$ cat config.mk
export PLATFORM = sky130hd
export DESIGN_NAME = mct_timepulse_seq
export DESIGN_NICKNAME = d
export VERILOG_FILES = /design/src/rtl/mct_timepulse_seq.sv
export SDC_FILE = /design/constraint.sdc
export NUM_CORES = 1
export LEC_CHECK = 0
export CAP_MARGIN = 5
export CORE_MARGIN = 1.5
export CORE_UTILIZATION = 45
export DETAILED_ROUTE_END_ITERATION = 12
export PLACE_DENSITY = 0.72
export SLEW_MARGIN = 10
export SYNTH_ARGS = -nofsm -noshare
export SYNTH_HDL_FRONTEND = slang
export SYNTH_SLANG_ARGS = --single-unit
export TNS_END_PERCENT = 30
$ cat constraint.sdc
create_clock -name clk -period 4.9 [get_ports clk]
set_input_delay 1.47 -clock clk [delete_from_list [all_inputs] [get_ports clk]]
set_output_delay 1.47 -clock clk [all_outputs]
set_load 0.005 [all_outputs]
$ cat src/rtl/mct_timepulse_seq.sv
// rtl/mct_timepulse_seq.sv - one-hot T01..T(NPULSE) time-pulse sequencer with run/monitor-stop/restart control
// Optional MCT_COUNTER_EN adds a 16-bit completed-MCT counter output.
module mct_timepulse_seq #(
    parameter int NPULSE = 12,
    parameter int DIV    = 2
) (
    input  logic              clk,
    input  logic              rst,
    input  logic              run,
    input  logic              mstp,
    input  logic              step_req,
    input  logic              restart,
    output logic [NPULSE-1:0] tp,
    output logic [3:0]        tp_idx,
    output logic              mct_end,
    output logic              stopped
`ifdef MCT_COUNTER_EN
    ,
    output logic [15:0]       mct_count
`endif
);

    typedef enum logic [1:0] {ST_STOP, ST_RUN, ST_STEP} state_t;

    localparam logic [3:0] DIV_LAST = 4'(DIV - 1);
    localparam logic [3:0] P_LAST   = 4'(NPULSE);

    state_t            state_q, state_d;
    logic [3:0]        div_q, div_d;
    logic [3:0]        pidx_q, pidx_d;
    logic [NPULSE-1:0] tp_q, tp_d;
    logic [3:0]        tp_idx_q, tp_idx_d;
    logic              mct_end_q, mct_end_d;
    logic              stopped_q, stopped_d;
    logic              go_run;

    assign go_run = run && !mstp;

    always_comb begin
        state_d = state_q;
        div_d   = div_q;
        pidx_d  = pidx_q;
        if (restart) begin
            div_d   = 4'd0;
            state_d = go_run ? ST_RUN : ST_STOP;
            pidx_d  = go_run ? 4'd1 : 4'd0;
        end else begin
            case (state_q)
                ST_STOP: begin
                    if (go_run) begin
                        state_d = ST_RUN;
                        div_d   = 4'd0;
                        pidx_d  = 4'd1;
                    end else if (mstp && step_req) begin
                        state_d = ST_STEP;
                        div_d   = 4'd0;
                        pidx_d  = 4'd1;
                    end
                end
                default: begin
                    if (div_q == DIV_LAST) begin
                        div_d = 4'd0;
                        // Run/mstp are only consulted here, so an MCT is never cut short.
                        if (pidx_q == P_LAST) begin
                            if (state_q == ST_RUN && go_run) begin
                                pidx_d = 4'd1;
                            end else begin
                                state_d = ST_STOP;
                                pidx_d  = 4'd0;
                            end
                        end else begin
                            pidx_d = pidx_q + 4'd1;
                        end
                    end else begin
                        div_d = div_q + 4'd1;
                    end
                end
            endcase
        end
    end

    // Outputs are decoded from the next state so they line up with it once registered.
    always_comb begin
        tp_d = '0;
        for (int i = 0; i < NPULSE; i++) begin
            tp_d[i] = (pidx_d == 4'(i + 1));
        end
        tp_idx_d  = pidx_d;
        stopped_d = (state_d == ST_STOP);
        mct_end_d = (state_d != ST_STOP) && (pidx_d == P_LAST) && (div_d == DIV_LAST);
    end

    always_ff @(posedge clk) begin
        if (rst) begin
            state_q   <= ST_STOP;
            div_q     <= 4'd0;
            pidx_q    <= 4'd0;
            tp_q      <= '0;
            tp_idx_q  <= 4'd0;
            mct_end_q <= 1'b0;
            stopped_q <= 1'b1;
        end else begin
            state_q   <= state_d;
            div_q     <= div_d;
            pidx_q    <= pidx_d;
            tp_q      <= tp_d;
            tp_idx_q  <= tp_idx_d;
            mct_end_q <= mct_end_d;
            stopped_q <= stopped_d;
        end
    end

    assign tp      = tp_q;
    assign tp_idx  = tp_idx_q;
    assign mct_end = mct_end_q;
    assign stopped = stopped_q;

`ifdef MCT_COUNTER_EN
    logic [15:0] mct_count_q, mct_count_d;

    always_comb begin
        mct_count_d = mct_count_q;
        if (mct_end_q) begin
            mct_count_d = mct_count_q + 16'd1;
        end
    end

    always_ff @(posedge clk) begin
        if (rst) begin
            mct_count_q <= 16'd0;
        end else begin
            mct_count_q <= mct_count_d;
        end
    end

    assign mct_count = mct_count_q;
`endif

endmodule

==> key figures <==
CTS
  – CTS tree: yes
  – Clock-pin slew on the worst setup and hold paths: 140 ps
  – Clk_lat worst skew: 320 ps
  – CTS buffer count: 3
  – Setup Fix Bufs, Post-CTS: 0
  – CTS Hold Buffers Added: 0
  – CTS resizes: 0
  – Sink Count: 24
  – Max clock buf depth: 2
  – H-tree Lvls: 1
  – Root buf cell: clkbuf_4

Min path
  – HP Start: div_q[1]
  – Hold crit path type: flip-flop to flip-flop

Critical path
  – Critical path origin: run
  – Crit path kind: input pin to flip-flop
  – WP data arrival: 3550 ps
  – Worst setup EP type: flip-flop
  – Start of the worst register-to-register path: div_q[0]
  – Critical Path Source Type: input pin
  – Crit path required time: 5130 ps
  – Critical path fanouts, max: 4

Pwr
  – Total Power: 391 µW
  – Pint: 299 µW
  – Worst vdd ir: 0.000227 V
  – Sw Share: 23.7%
  – Combinational share of power: 11.6%
  – PD cells: 270 mW/mm²
  – Switching pwr: 92.7 µW
  – Leak: 0.000514 µW
  – Sequential power share: 51.5%
  – Clk network pwr share: 37.0%

Layout
  – Share of cells above drive strength 1: 11.0%
  – Fillers: 228
  – Antenna cells: 0
  – Area of the multi-input gates: 624 µm²
  – Sequential cell area: 480 µm²
  – Syn-to-layout area delta: 25.1%
  – Final std cell area, no fill: 0.00145 mm²
  – Nets: 157

Route
  – # DRC: 0
  – Vias: 1070
  – Routed wire per std cell: 16.0 µm
  – Final ANT Viol Nets: 0
  – Routed WL: 2820 µm
  – Drt pass-1 iters: 4
  – 1st-iter DRT viols: 71
  – Vias per cell: 6.08

Floorplan
  – Placeable Area: 0.00245 mm²
  – Rows: 18
  – Initial core utilization: 47.1%
  – Num ports: 24
  – Die Footprint: 0.00289 mm²
  – Die height: 53.7 µm
  – Die W: 53.7 µm

Synthesis
  – Area contributors post-synth: dfxtp_1, nor2_1, ha_1, a211oi_4, nor4_1
  – Register area share after synthesis: 41.5%
  – Mapped Area: 0.00116 mm²
  – Largest area contributor in the netlist: dfxtp_1
  – Share of flip-flops with an asynchronous set or reset: 0%
  – Count of flip-flops with a built-in enable after synthesis: 0
  – Distinct cells, synth: 45
  – Synth warn: 0
  – Synth Flop Type: dfxtp_1
  – Post-synth net total: 136
  – Cells after Synth: 126
  – Synthesized flop and latch total: 24
  – Yosys top cell area share: 41.5%
  – Synthesized area per cell: 9.19 µm²

Place
  – # port buffers: 23
  – Gp weighted congestion: 0.827
  – Final HPWL DP: 2050 µm
  – Post-DP Area: 0.00140 mm²

Global route
  – Number of global-route vias before repair: 1051
  – Initial antenna violation count: 0
  – Global route total overflow: 0
  – All-Layer GR Usage: 22.3%
  – Largest net degree at the start of global routing: 15
  – First-pass GRT wire length: 4710 µm

Timing
  – Max Clk Rate: 0.301 GHz
  – Fin Setup TNS: 0 ps
  – Max-slew violations: 0
  – Final hold viol count: 0
  – RSZ-0062 raised after global routing: no
  – Setup violations, final: 0
  – Worst-Margin Slew: 735 ps
  – Fin crit share: 67.9%
  – Rel. slew slack: 50.8%
  – Min Tclk post-route: 3320 ps
  – Clock Skews: 8.99 ps

Run
  – Max-Cap Viols: 0

Outcome
  – Status: complete, no violations
[layout make-up]
cell class | count | share of cell area, %
clock inverter | 1 | 2.07
multi-input combinational | 89 | 43.1
timing repair buffer | 23 | 15.9
clock buffer | 3 | 1.56
sequential | 24 | 33.2
tap | 30 | 2.59
inverter | 6 | 1.56
[power by group through the flow]
| stage | Sequential [µW] | Combinational, µW | Clock (µW) |
|---|---|---|---|
| after CTS | 201 | 44.4 | 147 |
| after floorplan | 205 | 29.6 | 0 |
| final | 201 | 45.3 | 145 |
| after global placement | 206 | 42.7 | 0 |
| after global routing | 202 | 49.2 | 153 |
| after detailed placement | 206 | 43.8 | 0 |
[metrics by stage]
| step | setup WS, ps | hold slack [ps] | utilization (%) | cells |
|---|---|---|---|---|
| floorplan | 2250 | 505 | - | 126 |
| global placement | 1390 | 545 | 56.8 | 172 |
| detailed placement | 1380 | 549 | 56.8 | 172 |
| CTS | 1690 | 567 | 59.0 | 176 |
| global route | 1500 | 612 | 59.0 | 176 |
| finish | 1580 | 563 | 59.0 | 176 |
[synth_stat cells, drive strengths merged, types with 2 or more instances]
cell and number:
nand4b 2, a211o 2, a211oi 3, a31oi 2, a21oi 8, nor3b 2
nor3 5, and4 2, nand4 2, or2 2, nor2 14, clkbuf 4
a22oi 2, ha 4, dfxtp 24, nor4 7, nand2b 2, buf 3
nand2 4, nand3 7, inv 6, o21ai 3
[metal layers]
layer / up-vias / part of all wire [%] / routed length [µm] / GRT usage, %
li1: 500 / - / - / -
met3: 9 / 7.9 / 224 / 3.61
met5: - / 0 / 0 / 0
met4: 0 / 2.8 / 78 / 12.0
met1: 504 / 43 / 1200 / 29.6
met2: 57 / 47 / 1320 / 34.6
[worst max-delay path, stage by stage]
cell and delay (ps):
clkdlybuf4s50_1 520, nor4bb_1 470, a21oi_1 110, o21ai_0 380, o21ai_0 280, nor4_1 320
[placed cells by master (no fill, tap or decap), drive strengths merged, types with 2 or more instances in the layout]
cell           Yosys  final
dfxtp             24     24
a211oi             3      3
a211o              2      2
or2                2      2
o21ai              3      3
clkdlybuf4s50      0     23
and4               2      2
a22oi              2      2
nand3              7      7
clkbuf             4      3
nand4b             2      2
a31oi              2      2
nand2b             2      2
nor3               5      5
a21oi              8      8
nand4              2      2
ha                 4      4
inv                6      6
nor4               7      7
nor2              14     14
nand2              4      4
nor3b              2      2
[path summary, 6_finish.rpt]
check | end | slack, ps | cells past startpoint
max | tp[10] | 1580 | 6
min | div_q[1] | 560 | 2
max reg2reg | tp[10] | 2590 | 6
min reg2reg | div_q[1] | 560 | 2
[cells by family after synthesis]
logic type                 Yosys count  share of synthesized area [%]
and+or+nand+nor                     55                           28.8
xor gates and xnor gates             1                          0.757
AOI/OAI and AO/OA                   28                           19.2
muxes                                1                          0.865
adders and majority gates            4                           4.32
buffers and inverters               13                           4.54
DFF                                 24                           41.5
[flip-flops by register name, indices dropped and copies added, names as in the netlist]
| signal | count |
|---|---|
| mct_end | 1 |
| tp | 12 |
| stopped | 1 |
| div_q | 4 |
| tp_idx | 4 |
| state_q | 2 |
Power figures use the tool's default switching activity.
==> patch 1: new RTL, same flow settings <==
Encoding of `state_t`: now one-hot (3 bits for 3 states).
--- a/src/rtl/mct_timepulse_seq.sv
+++ b/src/rtl/mct_timepulse_seq.sv
@@ -21,5 +21,5 @@
 );
 
-    typedef enum logic [1:0] {ST_STOP, ST_RUN, ST_STEP} state_t;
+    typedef enum logic [2:0] {ST_STOP = 3'b001, ST_RUN = 3'b010, ST_STEP = 3'b100} state_t;
 
     localparam logic [3:0] DIV_LAST = 4'(DIV - 1);
Function: no difference found for any inputs over 10 cycles, from zero or initial values and one cycle with rst high; not proved beyond that.
==> patch 1 against the original RTL <==
- maximum frequency increased by 5.4%
- sequential cell count increased by 1
- register-to-register slack improved by 0.04 ns
- count of clock-buffer cells in the layout unchanged
- synthesized area increased by 8.3%
- cell area increased by 5.9%
- clock skew increased by 0.0010 ns
- setup slack improved by 0.17 ns
- wire length decreased by 1.4%
- power decreased by 3.6%
- largest cell class unchanged
==> patch 1: results (changes against the original RTL) <==
- The maximum resistive drop on vdd is 229 uV (was 227 uV).
- The final worst hold slack is 0.572 ns (was 0.563 ns).
- The post-synth net total is 140 (was 136).
- The register area is 500 sq um (was 480 sq um).
- The mean instance size in the synthesized netlist is 9.64 sq um (was 9.19 sq um).
- The number of flip-flops under the largest register name is 12 (unchanged).
- The worst slew margin relative to its limit is 0.686 (was 0.508).
- The layout cell share with drive strength beyond 1 came to 0.136 (was 0.110).
- The share of the synthesized area in compound gates (AO/OA/AOI/OAI) came to 0.188 (was 0.192).
- The clock sink count is 25 (was 24).
- The portion of the clock cycle consumed by the worst path in the final layout is 0.644 (was 0.679).
- The data arrival at the endpoint of the critical path is 3.38 ns (was 3.55 ns).
- The maximum clock skew at final layout is 0.0100 ns (was 0.00899 ns).
- The critical-path maximum fanout was 6 (was 4).
- The launching instance or port of the critical path was mstp (was run).
- The biggest cell delay along the critical path came to 0.56 ns (was 0.52 ns).
- The violation count after the first detailed-routing iteration is 19 (was 71).
- The multi-input gate share of the layout cell area is 0.469 (was 0.431).
- The mux share of post-synthesis cell area came to 0.0359 (was 0.00865).
- The count of buffers from port buffering is 23 (unchanged).
- The count of vias placed by the detailed router is 1,099 (was 1,070).
- The parity-gate share of the synthesized area counting xor and xnor cells is 0.00699 (was 0.00757).
- The final weighted congestion of routability-driven global placement is 0.890 (was 0.827).
- Synth area leaders: sky130_fd_sc_hd__dfxtp_1 40%, sky130_fd_sc_hd__nor2_1 4.5%, sky130_fd_sc_hd__ha_1 4.0%, sky130_fd_sc_hd__and3_1 3.5%, sky130_fd_sc_hd__a21oi_1 3.2% (was sky130_fd_sc_hd__dfxtp_1 42%, sky130_fd_sc_hd__nor2_1 4.5%, sky130_fd_sc_hd__ha_1 4.3%, sky130_fd_sc_hd__a211oi_4 3.5%, sky130_fd_sc_hd__nor4_1 3.2%).
- The distinct cell type count of the synthesized netlist is 54 (was 45).
- The wire length of the first global-routing pass is 4770 microns (was 4710 microns).
- Outcome: finished, final reports clean (unchanged).
- Top cells by count, synth: 25 x sky130_fd_sc_hd__dfxtp_1, 15 x sky130_fd_sc_hd__nor2_1, 8 x sky130_fd_sc_hd__a21oi_1 (was 24 x sky130_fd_sc_hd__dfxtp_1, 14 x sky130_fd_sc_hd__nor2_1, 7 x sky130_fd_sc_hd__a21oi_1).
- The proportion of synthesized chip area in sequential cells was 0.399 (was 0.415).
- The end point of the critical path is tp[3] (was tp[10]).
- The number of fillers in the final layout is 236 (was 228).
- The post-layout instance count excluding filler cells is 184 (was 176).
- The standard cell area after detailed placement came to 0.00150 sq mm (was 0.00140 sq mm).
- The reported leakage power is 0.567 nW (was 0.514 nW).
- The post-layout utilization of the core is 0.597 (was 0.590).
- The average wire per standard cell came to 15.1 microns (was 16.0 microns).
- The proportion of final cell area spent on non-clock buffers was 0.150 (was 0.159).
- The final-stage net count was 165 (was 157).
- The via count of the first global-routing pass is 1,034 (was 1,051).
- The internal reg-to-reg setup slack is 2.63 ns (was 2.59 ns).
- The post-place setup slack came to 1.39 ns (was 1.38 ns).
- The HPWL reported at the end of detailed placement was 2140 microns (was 2050 microns).
==> patch 1: power breakdown <==
part / total [mW] / internal, mW / switching [mW]
clock network: 0.0971 / 0.0312 / 0.0659
registers: 0.213 / 0.208 / 0.00497
logic: 0.0674 / 0.0299 / 0.0375
total: 0.377 / 0.269 / 0.108
==> patch 1: worst reg2reg max path, stage by stage, from the launching register on <==
cell and delay, ns:
sky130_fd_sc_hd__dfxtp_1 0.48, sky130_fd_sc_hd__ha_1 0.22, sky130_fd_sc_hd__nor3b_4 0.38, sky130_fd_sc_hd__a41oi_1 0.19, sky130_fd_sc_hd__a211oi_2 0.46, sky130_fd_sc_hd__nand2_1 0.20
sky130_fd_sc_hd__nor4_1 0.24
==> patch 1: layer usage <==
layer,GRT usage,routed length [microns],part of all wire
met5,0,0,0
met4,0.0732,48,0.017
met3,0.0279,123,0.044
met2,0.296,1260,0.45
met1,0.263,1350,0.49
==> patch 2: new RTL, same flow settings <==
Without the edit above. The option `MCT_COUNTER_EN` is turned on by a define.
--- a/src/rtl/mct_timepulse_seq.sv
+++ b/src/rtl/mct_timepulse_seq.sv
@@ -1,4 +1,6 @@
 // rtl/mct_timepulse_seq.sv - one-hot T01..T(NPULSE) time-pulse sequencer with run/monitor-stop/restart control
 // Optional MCT_COUNTER_EN adds a 16-bit completed-MCT counter output.
+`define MCT_COUNTER_EN
+
 module mct_timepulse_seq #(
     parameter int NPULSE = 12,
Formal check against the unedited RTL (old outputs only; new: mct_count): equivalent (Yosys induction, for registers that start in step).
==> patch 2 against the original RTL <==
- cell area up 64%
- setup slack worse by 0.13 ns
- sequential cell count up 16
- largest cell class unchanged
- synthesized area up 58%
- wire length up 43%
- sequential share of layout area up 0.57 points
- power up 70%
- largest power group unchanged
==> patch 2: results (changes against the original RTL) <==
- The count of vias placed by the detailed router is 1,599 (was 1,070).
- The final weighted congestion of routability-driven global placement was 0.993 (was 0.827).
- The transition time at the pin with the least slew margin is 0.570 ns (was 0.735 ns).
- The maximum resistive drop on vdd is 214 uV (was 227 uV).
- The post-detailed-route via-to-cell ratio is 5.48 (was 6.08).
- The maximum clock skew at final layout is 0.00510 ns (was 0.00899 ns).
- The total track usage is 0.200 (was 0.223).
- The wire length of the first global-routing pass is 6620 microns (was 4710 microns).
- The violation count after the first detailed-routing iteration came to 91 (was 71).
- The distinct cell type count of the synthesized netlist is 49 (was 45).
- Top cells by count, synth: 40 x sky130_fd_sc_hd__dfxtp_1, 32 x sky130_fd_sc_hd__nor2_1, 11 x sky130_fd_sc_hd__nand3_1 (was 24 x sky130_fd_sc_hd__dfxtp_1, 14 x sky130_fd_sc_hd__nor2_1, 7 x sky130_fd_sc_hd__a21oi_1).
- The portion of the clock cycle consumed by the worst path in the final layout is 0.705 (was 0.679).
- The master of the slowest instance on the critical path was sky130_fd_sc_hd__or4_1 (was sky130_fd_sc_hd__clkdlybuf4s50_1).
- The layout cell share with drive strength beyond 1 is 0.0779 (was 0.110).
- Outcome: finished, final reports clean (unchanged).
- The maximum level of the CTS H-tree is 2 (was 1).
- The cell class contributing the biggest share of worst-path delay is compound AO/OA/AOI/OAI gates (was simple AND/OR/NAND/NOR gates).
- The via count of the first global-routing pass is 1,408 (was 1,051).
- The number of flip-flops under the largest register name is 16 (was 12).
- The number of cells in the design after placement is 284 (was 172).
- The post-synth net total is 215 (was 136).
- The maximum number of pins on one net before global-route repair is 23 (was 15).
- The CTS clock-pin slew for the worst setup and hold paths is 0.08 ns (was 0.14 ns).
- The internal reg-to-reg setup slack was 2.50 ns (was 2.59 ns).
- The startpoint of the lowest-slack register-to-register path is div_q[1] (was div_q[0]).
- The number of cell instances on the worst register-to-register path is 7 (was 6).
- The internal power consumption is 524 uW (was 299 uW).
- The post-place setup slack was 1.20 ns (was 1.38 ns).
- The clock network latency to the later pin of the worst-skew pair was 0.29 ns (was 0.32 ns).
- The standard cell area after detailed placement came to 0.00225 sq mm (was 0.00140 sq mm).
- The biggest cell delay along the critical path was 0.56 ns (was 0.52 ns).
## patch 2: cell types whose count changed in the layout (fill, tap and decap cells not counted), sizes merged, moves of 5 or more
cell and change:
nand2 +6, xor2 +9, clkdlybuf4s50 +16, nor3 +6, nor4 -6, o21ai +6
dfxtp +16, nor2 +18, nand4 +5
## patch 2: power groups by stage
stage,registers (mW),clock network [mW],logic (mW)
after floorplan,0.338,0,0.0263
after CTS,0.331,0.299,0.0408
final,0.332,0.292,0.0410
after global routing,0.332,0.314,0.0450
after detailed placement,0.339,0,0.0406
after global placement,0.339,0,0.0409
## patch 2: how the worst min path moves through the flow
stage / from / end / depth (start not counted)
2_1_floorplan: mct_count[5] / mct_count[5] / 2
3_3_place_gp: mct_count[5] / mct_count[5] / 2
3_5_place_dp: mct_count[5] / mct_count[5] / 2
4_1_cts: mct_count[5] / mct_count[5] / 2
5_1_grt: mct_count[15] / mct_count[15] / 2
6_report: mct_count[5] / mct_count[5] / 2
## patch 2: layout make-up
type / instances / area [sq um]
tap: 48 / 60.1
fill: 316 / 1400
sequential: 40 / 801
clock inverter: 1 / 30.0
multi-input combinational: 149 / 961
clock buffer: 7 / 96.3
inverter: 7 / 26.3
timing repair buffer: 40 / 398
## patch 2: tightest hold or removal path, cell delays in order, from the launching register on
cell and delay (ns):
sky130_fd_sc_hd__dfxtp_1 0.33, sky130_fd_sc_hd__o21ai_0 0.07, sky130_fd_sc_hd__a21oi_1 0.06
## patch 2: cells by family (layout without fill, tap and decap cells)
family | count (synthesis) | in the layout | synth area share
muxes | 1 | 1 | 0.00548
xor gates and xnor gates | 14 | 14 | 0.0671
DFF | 40 | 40 | 0.438
buffers and inverters | 15 | 55 | 0.0363
AOI/OAI and AO/OA | 32 | 32 | 0.129
adders and majority gates | 5 | 5 | 0.0342
and+or+nand+nor | 97 | 97 | 0.290
## patch 2: metal layers
layer | up-vias | global-route usage | wire (microns) | share of wire
li1 | 805 | - | - | -
met1 | 728 | 0.260 | 1930 | 0.48
met2 | 57 | 0.294 | 1750 | 0.43
met3 | 9 | 0.0777 | 308 | 0.076
met4 | 0 | 0.0842 | 53 | 0.013
met5 | - | 0 | 0 | 0
